<file path="src/rtl/alu_issue.sv">
// Purpose : single-issue RV32 ALU sequencer. It holds a 32x32 register file,
//           decodes R/I-type ALU ops, drives an external combinational ALU,
//           and writes the result back.
// Latency : accept on edge N, wb_valid high in the cycle that closes at edge N+3,
//           next accept no earlier than edge N+4.
// Backpr. : o_instr_ready is high only in IDLE, so one instruction is in flight at a time.
//
// Ports:
//   i_clk, i_rst                 clock and synchronous active-high reset
//   i_instr_valid / i_instr      instruction offer; o_instr_ready accepts it
//   o_alu_a/b, o_alu_funct3/7    registered operands and operation to the ALU
//   i_alu_out                    combinational ALU result
//   o_wb_valid/o_wb_rd/o_wb_data write-back pulse, destination and value
//   o_illegal                    one-cycle pulse for a rejected instruction
//   o_retired                    count of write-backs (wraps at 32 bits)
//   i_dbg_addr / o_dbg_data      combinational register-file debug read
module alu_issue #(
  parameter logic [31:0] REG_INIT = 32'h0000_0000
) (
  input  logic        i_clk,
  input  logic        i_rst,
  input  logic        i_instr_valid,
  input  logic [31:0] i_instr,
  output logic        o_instr_ready,
  output logic [31:0] o_alu_a,
  output logic [31:0] o_alu_b,
  output logic [2:0]  o_alu_funct3,
  output logic [6:0]  o_alu_funct7,
  input  logic [31:0] i_alu_out,
  output logic        o_wb_valid,
  output logic [4:0]  o_wb_rd,
  output logic [31:0] o_wb_data,
  output logic        o_illegal,
  output logic [31:0] o_retired,
  input  logic [4:0]  i_dbg_addr,
  output logic [31:0] o_dbg_data
);

  localparam logic [6:0] OP_RTYPE = 7'b0110011;
  localparam logic [6:0] OP_ITYPE = 7'b0010011;

  typedef enum logic [1:0] {
    S_IDLE   = 2'd0,
    S_DECODE = 2'd1,
    S_EXEC   = 2'd2,
    S_WB     = 2'd3
  } state_t;

  state_t      r_state;
  state_t      w_state_nxt;
  logic        w_accept;

  logic [31:0] r_instr;
  logic [31:0] r_regs [32];
  logic [31:0] r_alu_a;
  logic [31:0] r_alu_b;
  logic [2:0]  r_alu_funct3;
  logic [6:0]  r_alu_funct7;
  logic        r_wb_valid;
  logic [4:0]  r_wb_rd;
  logic [31:0] r_wb_data;
  logic        r_illegal;
  logic [31:0] r_retired;

  // Decode fields of the latched instruction.
  logic [6:0]  w_opcode;
  logic [2:0]  w_f3;
  logic [6:0]  w_f7;
  logic [4:0]  w_rs1;
  logic [4:0]  w_rs2;
  logic [4:0]  w_rd;
  logic [31:0] w_imm;
  logic [31:0] w_rs1_val;
  logic [31:0] w_rs2_val;
  logic        w_is_r;
  logic        w_is_i;
  logic        w_f3_ok;
  logic        w_legal;

  assign w_opcode = r_instr[6:0];
  assign w_rd     = r_instr[11:7];
  assign w_f3     = r_instr[14:12];
  assign w_rs1    = r_instr[19:15];
  assign w_rs2    = r_instr[24:20];
  assign w_f7     = r_instr[31:25];
  assign w_imm    = {{20{r_instr[31]}}, r_instr[31:20]};

  // x0 is forced to zero on read so its storage never matters.
  assign w_rs1_val = (w_rs1 == 5'd0) ? 32'd0 : r_regs[w_rs1];
  assign w_rs2_val = (w_rs2 == 5'd0) ? 32'd0 : r_regs[w_rs2];

  assign w_is_r  = (w_opcode == OP_RTYPE);
  assign w_is_i  = (w_opcode == OP_ITYPE);
  // Supported ops: ADD/SUB(0), SLL(1), XOR(4), OR(6), AND(7).
  assign w_f3_ok = (w_f3 == 3'd0) || (w_f3 == 3'd1) || (w_f3 == 3'd4) ||
                   (w_f3 == 3'd6) || (w_f3 == 3'd7);

  // R-type: funct7 0x20 only selects SUB. I-type: the upper imm bits
  // of a shift must be zero (SRAI-style encodings are rejected), and
  // funct3 0 is always ADDI whatever the immediate holds.
  always_comb begin
    w_legal = 1'b0;
    if (w_is_r) begin
      w_legal = w_f3_ok &&
                ((w_f7 == 7'h00) || ((w_f7 == 7'h20) && (w_f3 == 3'd0)));
    end else if (w_is_i) begin
      w_legal = w_f3_ok && ((w_f3 != 3'd1) || (w_f7 == 7'h00));
    end
  end

  // FSM state register.
  always_ff @(posedge i_clk) begin
    if (i_rst) begin
      r_state <= S_IDLE;
    end else begin
      r_state <= w_state_nxt;
    end
  end

  // FSM next-state logic.
  always_comb begin
    w_state_nxt = r_state;
    w_accept    = 1'b0;
    case (r_state)
      S_IDLE: begin
        if (i_instr_valid) begin
          w_accept    = 1'b1;
          w_state_nxt = S_DECODE;
        end
      end
      S_DECODE: w_state_nxt = w_legal ? S_EXEC : S_IDLE;
      S_EXEC:   w_state_nxt = S_WB;
      S_WB:     w_state_nxt = S_IDLE;
      default:  w_state_nxt = S_IDLE;
    endcase
  end

  // Datapath and register file.
  always_ff @(posedge i_clk) begin
    if (i_rst) begin
      r_instr      <= 32'd0;
      r_alu_a      <= 32'd0;
      r_alu_b      <= 32'd0;
      r_alu_funct3 <= 3'd0;
      r_alu_funct7 <= 7'd0;
      r_wb_valid   <= 1'b0;
      r_wb_rd      <= 5'd0;
      r_wb_data    <= 32'd0;
      r_illegal    <= 1'b0;
      r_retired    <= 32'd0;
      for (int i = 0; i < 32; i++) begin
        r_regs[i] <= (i == 0) ? 32'd0 : REG_INIT;
      end
    end else begin
      // Both flags are single-cycle pulses by default.
      r_wb_valid <= 1'b0;
      r_illegal  <= 1'b0;
      case (r_state)
        S_IDLE: begin
          if (w_accept) begin
            r_instr <= i_instr;
          end
        end
        S_DECODE: begin
          if (w_legal) begin
            r_alu_a      <= w_rs1_val;
            r_alu_b      <= w_is_r ? w_rs2_val : w_imm;
            r_alu_funct3 <= w_f3;
            r_alu_funct7 <= w_is_r ? w_f7 : 7'h00;
          end else begin
            // Rejected: operands stay as they were, only the pulse fires.
            r_illegal <= 1'b1;
          end
        end
        S_EXEC: begin
          r_wb_rd    <= w_rd;
          r_wb_data  <= i_alu_out;
          r_wb_valid <= 1'b1;
        end
        S_WB: begin
          if (r_wb_rd != 5'd0) begin
            r_regs[r_wb_rd] <= r_wb_data;
          end
          r_retired <= r_retired + 32'd1;
        end
        default: ;
      endcase
    end
  end

  assign o_instr_ready = (r_state == S_IDLE);
  assign o_alu_a       = r_alu_a;
  assign o_alu_b       = r_alu_b;
  assign o_alu_funct3  = r_alu_funct3;
  assign o_alu_funct7  = r_alu_funct7;
  assign o_wb_valid    = r_wb_valid;
  assign o_wb_rd       = r_wb_rd;
  assign o_wb_data     = r_wb_data;
  assign o_illegal     = r_illegal;
  assign o_retired     = r_retired;
  assign o_dbg_data    = (i_dbg_addr == 5'd0) ? 32'd0 : r_regs[i_dbg_addr];

endmodule

</file>
<file path="config.mk">
export PLATFORM = sky130hd
export DESIGN_NAME = alu_issue
export DESIGN_NICKNAME = d
export VERILOG_FILES = /design/src/rtl/alu_issue.sv
export SDC_FILE = /design/constraint.sdc
export NUM_CORES = 2
export LEC_CHECK = 0
export BUFFER_PORTS_ARGS = -buffer_cell sky130_fd_sc_hd__buf_2
export CAP_MARGIN = 20
export CORE_UTILIZATION = 57
export DETAILED_ROUTE_END_ITERATION = 8
export PLACE_DENSITY = 0.74
export SETUP_SLACK_MARGIN = 0.02
export SLEW_MARGIN = 40
export SYNTH_ARGS = -nofsm -noshare
export SYNTH_HDL_FRONTEND = slang
export SYNTH_SLANG_ARGS = --single-unit
</file>
<file path="constraint.sdc">
create_clock -name i_clk -period 2.2 [get_ports i_clk]
set_clock_uncertainty 0.05 [all_clocks]
set_input_delay 0.11 -clock i_clk [delete_from_list [all_inputs] [get_ports i_clk]]
set_output_delay 0.11 -clock i_clk [all_outputs]
set_load 0.005 [all_outputs]
</file>
## After elaboration in Yosys (flattened, before gate mapping)

Memory sizes are Yosys's and may differ from the RTL's. A register that Yosys moved wholly into a read port is not among the register bits.
Cells that the tools add are included.

| storage, ports and cells | value |
|---|---|
| flip-flop bits (word level) | 179 |
| output and inout port bits | 178 |
| memories | 1 |
| logic and storage cells | 73 |
| bits in writable memories | 1024 |
| input bits | 72 |

| operators by class | value |
|---|---|
| $add $sub $neg | 1 |
| equal/unequal tests | 12 |
| reduce and logical (&&, ||, !) cells | 20 |
| bitwise logic cells | 1 |
| mux-type cells | 27 |

Memory list:

| name | depth | bits a word | read ports | clocked after memory_dff | wr ports | RTL line | text |
|---|---|---|---|---|---|---|---|
| r_regs | 32 | 32 | 3 | 2 | 32 | 54 | `logic [31:0] r_regs [32];` |

Operators by type and width:

| kind | count |
|---|---|
| 2-to-1 mux 32 bit | 5 |
| adder 32 x 1 -> 32 bit, second input constant | 1 |
| OR reduction 32 bit | 1 |
| 2-to-1 mux 5 bit | 5 |
| logical NOT 5 bit | 3 |
| equality test 7 x 6 -> 1 bit, second input constant | 2 |
| 2-to-1 mux 1 bit | 13 |
| equality test 3 bit, second input constant | 3 |
| case mux 2 bit (4 select lines) | 1 |
| equality test 7 x 5 -> 1 bit, second input constant | 1 |
| logical NOT 7 bit | 1 |
| 2-to-1 mux 7 bit | 1 |
| logical OR 1 bit | 6 |
| nonzero test 5 bit | 1 |
| equality test 2 bit, second input constant | 2 |
| 2-to-1 mux 2 bit | 2 |
| AND reduction 2 bit | 2 |
| equality test 3 x 1 -> 1 bit, second input constant | 1 |
| logical AND 1 bit | 3 |
| logical NOT 3 bit | 1 |
| != test 3 x 1 -> 1 bit, second input constant | 1 |
| equality test 2 x 1 -> 1 bit, second input constant | 1 |
| logical NOT 2 bit | 1 |
| != test 2 bit, second input constant | 1 |
| other kinds (2) | 2 |

## Logic depth before layout (Yosys ltp)

| logic depth | value |
|---|---|
| word-level depth | 10 |
| depth in mapped cells | 11 |

## Least setup slack after synthesis

No wires, ideal clock.

| path | value |
|---|---|
| path kind | reg-to-reg |
| start | register (tool-made name) |
| end | register r_alu_a[10], in the netlist o_alu_a[10] |
| data required time | 2.033 ns |
| stages on the path, launching flop included | 8 |
| path buffers | 3 |
| period minus slack after synthesis | 2.336 ns |
| arrival | 2.168 ns |
| slack | -0.136 ns |
| path through | dfxtp_1 buf_2 buf_4 buf_1 mux4_2 mux4_2 or2_0 a32o_1 |

RTL lines:

| item | RTL line | text |
|---|---|---|
| end signal, assigned | 166 | `r_alu_a <= w_rs1_val;` |
| end, declared | 55 | `logic [31:0] r_alu_a;` |

==> reports/qor.txt <==
========================================================================================
Overflow left after global routing ........................................            0
Final Max Tran Viols ......................................................            0
Setup slack on the worst flop-to-flop path ................................     -0.31 ns
Post-synthesis instance area ..............................................   69,030 µm²
Cell at the slowest stage of the critical path ............................       mux4_2
Slew at the pin closest to its max-slew limit .............................    0.9147 ns
Critical Path End ......................................................... o_dbg_data[4]
Number of placement rows ..................................................          127
Worst endpoint required time ..............................................      2.04 ns
CTS tree ..................................................................          yes
H-tree level count ........................................................            4
Crit Path Category ........................................................   reg -> out
Total power consumption of the routed design ..............................    0.05884 W
Post-detailed-routing wire length .........................................   269,800 µm
Largest stage delay on the critical path ..................................      0.50 ns
Share of the clock period used by the worst path ..........................        1.354
Die outline area ..........................................................  122,500 µm²
Vias after detailed routing ...............................................       53,043
Wire length of the first global-routing pass ..............................   372,100 µm
Number of stages on the worst setup path ..................................            5
Max Buffers Root-to-Sink ..................................................            3
Final worst slack .........................................................   -0.7783 ns
Number of DRC markers in iteration 0 ......................................        9,762
Max Fanout on Critical Path ...............................................            3
Sw Pwr ....................................................................    0.01476 W
Filler Cells Inserted .....................................................        7,199
I/O Pins ..................................................................          250
Chain of cells forming the critical path .................................. mux4_2 > mux4_2 > inv_1 > o21ai_0 > buf_2
Startpoint of the worst hold path ......................................... i_alu_out[10]
Violated checks ........................................................... negative setup slack
Layout overhead on the synthesized area ...................................       26.36%
Core ar. ..................................................................  120,000 µm²
Hold Path Depth ...........................................................            4
Setup TNS .................................................................    -31.28 ns
Area of the multi-input gates .............................................   33,960 µm²
Top achievable clock speed ................................................    335.8 MHz
Status .................................................................... finished with violations
Launching element of the worst setup path ................................. r_regs[6][4]
Clock sink total ..........................................................        1,213
Wire per inst .............................................................     37.02 µm
Power share of the sequential group .......................................        0.446
Number of enable flip-flop cells after synthesis ..........................        1,024
Worst Hold Class ..........................................................    in -> reg
Remaining design rule violation count .....................................            0
Register area share after synthesis .......................................       0.5002
Slew margin rel. ..........................................................       0.3902
Number of detailed-routing iterations run before antenna repair ...........            8
Leakage power total .......................................................     31.61 nW
Fin util ..................................................................       0.7271
Category of cells accounting for the largest share of critical-path delay . multiplexers
Post-route antenna net violation count ....................................            0
Post-synthesis sequential element count ...................................        1,213
Share of final-layout standard cells stronger than drive strength 1 .......       0.4298
Port Buffers ..............................................................          249
Predominant post-synthesis flop cell ......................................     edfxtp_1
GR Layer Usage met2 .......................................................       0.6269
Peak ir drop on the vdd network ...........................................    0.8436 mV
Number of buffers created by CTS ..........................................          134
Netlist cell types ........................................................           61
Synthesis Warnings ........................................................            0
Time the worst path needs with I/O delays and setup .......................     2.978 ns
Routability Congestion ....................................................       0.9839
Pwr dens .................................................................. 674.6 nW/µm²
Starting density of the core ..............................................       0.5754
Combinational Power Share .................................................        0.153
HPWL after detailed placement .............................................   167,100 µm
Number of violations of the max-capacitance limit .........................            0
Number of cells traversed by the worst register-to-register path ..........            6
Data arrival time of the critical path ....................................      2.82 ns
Vias in the first global route ............................................       52,480
Number of vias per cell ...................................................        7.278
P_int .....................................................................    0.04408 W
Storage cell area .........................................................   34,570 µm²
Dominant cell type by count on the critical path ..........................       mux4_2
Worst slack, placed .......................................................   -0.5876 ns
Overall global routing resource usage .....................................       0.4350
Setup Viol. Count Final ...................................................          108
Net Sw Frac ...............................................................       0.2509
Die span in x .............................................................     350.0 µm
Die height ................................................................     350.0 µm
Buffers & Inverters on Critical Path ......................................            2
Clock slew at reported path FFs ...........................................      0.07 ns
CP endpoint kind ..........................................................   output pin
Post-synthesis average cell area ..........................................    14.49 µm²
Initial antenna violation count ...........................................           12
Share of synthesized flip-flops with an asynchronous set or reset .........            0
Most used routing layer ...................................................         met2
Worst reg2reg endpoint ....................................................  o_alu_a[23]
Mapped Cells ..............................................................        4,764
Grt met1 use ..............................................................       0.5468
Setup repair after global routing missed its margin .......................         true
CP startpoint kind ........................................................     register
GR met3 Demand/Resource ...................................................       0.1736
Final Hold Viols ..........................................................            0
Final-stage net count .....................................................        5,647
Root Buffer ...............................................................    clkbuf_16
Largest net degree at the start of global routing .........................           67
Clock group share of total power ..........................................        0.401
Clock latency on the worst-skew pair ......................................      0.77 ns
========================================================================================
[how the worst min path moves through the flow]
| stage | slack (ns) | to |
|---|---|---|
| 2_1_floorplan | 0.20 | r_instr[0] |
| 3_3_place_gp | 0.29 | o_wb_rd[3] |
| 3_5_place_dp | 0.29 | o_wb_rd[3] |
| 4_1_cts | 0.05 | o_wb_data[14] |
| 5_1_grt | 0.09 | o_wb_data[10] |
| 6_report | 0.08 | o_wb_data[10] |
[cells in the final DEF (no fill, tap or decap), drive strengths merged, types with 6 or more instances in the layout]
| cell type | synthesis | routed |
|---|---|---|
| nand2 | 242 | 242 |
| a311oi | 9 | 9 |
| clkbuf | 353 | 175 |
| o22ai | 54 | 54 |
| a21oi | 133 | 133 |
| nor4 | 16 | 16 |
| nand3b | 7 | 7 |
| or3 | 6 | 6 |
| conb | 1 | 32 |
| clkinvlp | 0 | 7 |
| mux2i | 158 | 158 |
| a211oi | 24 | 24 |
| mux2 | 41 | 41 |
| xor2 | 6 | 6 |
| bufinv | 0 | 20 |
| a32o | 29 | 29 |
| and2 | 1005 | 1005 |
| inv | 40 | 42 |
| nor2 | 98 | 98 |
| o21ai | 47 | 47 |
| dlygate4sd3 | 0 | 87 |
| nand3 | 17 | 17 |
| nand4 | 7 | 7 |
| nor3 | 57 | 57 |
| a22oi | 62 | 62 |
| mux4 | 815 | 815 |
| xnor2 | 21 | 21 |
| edfxtp | 1024 | 1024 |
| o21bai | 26 | 26 |
| clkinv | 0 | 44 |
| dfxtp | 189 | 189 |
| and4 | 6 | 6 |
| buf | 158 | 1050 |
| nand2b | 7 | 7 |
| a221oi | 6 | 6 |
| or2 | 54 | 56 |
| nor2b | 10 | 10 |
[layout make-up]
| cell class | count | share of cell area |
|---|---|---|
| Sequential cell | 1213 | 0.3963 |
| Clock inverter | 73 | 0.01003 |
| Inverter | 40 | 0.001951 |
| Antenna cell | 3 | 0.00008606 |
| Timing Repair Buffer | 1152 | 0.1376 |
| Multi-Input combinational cell | 3033 | 0.3893 |
| Clock buffer | 162 | 0.04155 |
| Tap cell | 1612 | 0.02312 |
[worst reg2reg max path, delay by kind of cell, from the launching register on]
family | cells | cell delay, ns
buf+inv | 2 | 0.36
compound gates | 1 | 0.22
flops | 1 | 0.48
mux | 2 | 0.99
simple gates | 1 | 0.29
[metal layers]
layer	wire length (µm)	vias to the layer above	part of all wire
li1	-	20142	-
met1	84590	26062	0.31
met2	115300	5611	0.43
met3	48530	1214	0.18
met4	21100	14	0.078
met5	236	-	0.00087
[power groups by stage]
stage               Sequential (W)  Clock [W]  Combinational (W)
finish                      0.0263     0.0236            0.00901
global placement            0.0266          0            0.00729
detailed placement          0.0267          0            0.00738
CTS                         0.0262     0.0235            0.00839
global route                0.0263     0.0243            0.00911
floorplan                   0.0264          0            0.00441
[repair_timing]
action                                  4_1_cts  5_1_grt
setup buffers                               169       89
hold buffers                                 87        0
pin swaps                                    80       93
hold endpoints to repair                     90        0
gates resized for setup                     348      209
gates cloned                                 24       15
endpoints found under the setup margin      166      398
[per-stage QoR]
stage | hold WS [ns] | instance area [µm²] | cells
after floorplan | 0.1960 | 69280 | 4795
after global placement | 0.2874 | 77130 | 6702
after detailed placement | 0.2909 | 77130 | 6702
after CTS | 0.05209 | 85850 | 7209
after global routing | 0.08660 | 87220 | 7285
final | 0.07814 | 87230 | 7288
[registers in the layout, indices dropped and copies added (netlist names), named ones only]
register	count
o_alu_a	32
o_alu_b	32
o_alu_funct3	3
o_alu_funct7	7
o_illegal	1
o_retired	32
o_wb_data	32
o_wb_rd	5
o_wb_valid	1
r_instr	32
r_regs	1024
r_state	1
[synthesized netlist by cell type, types with 21 or more instances]
library cell	n	area share
edfxtp_1	1024	0.45
dfxtp_1	189	0.055
mux2i_1	158	0.023
nand2_1	242	0.013
inv_1	39	0.0021
or2_0	21	0.0019
buf_1	29	0.0016
mux4_2	815	0.27
a22oi_1	62	0.0067
a211oi_1	24	0.0026
a21oi_1	133	0.0096
o22ai_1	54	0.0049
mux2_2	41	0.0067
buf_2	94	0.0068
nor2_1	98	0.0053
a32o_1	29	0.0042
o21ai_0	43	0.0031
clkbuf_1	353	0.019
or2_2	33	0.0030
nor3_1	57	0.0041
and2_1	1005	0.091
o21bai_1	26	0.0028
xnor2_1	21	0.0027
buf_4	23	0.0025
[cell families after synthesis]
kind of cell	count (synthesis)	synth area share
compound gates	408	0.03841
xor+xnor	27	0.003426
fa+ha+maj	1	0.0001812
buf+inv	551	0.03473
flops	1213	0.5002
mux	1014	0.2955
other cells	1	0.00005432
simple gates	1549	0.1275
(Power assumes the default switching activity.)
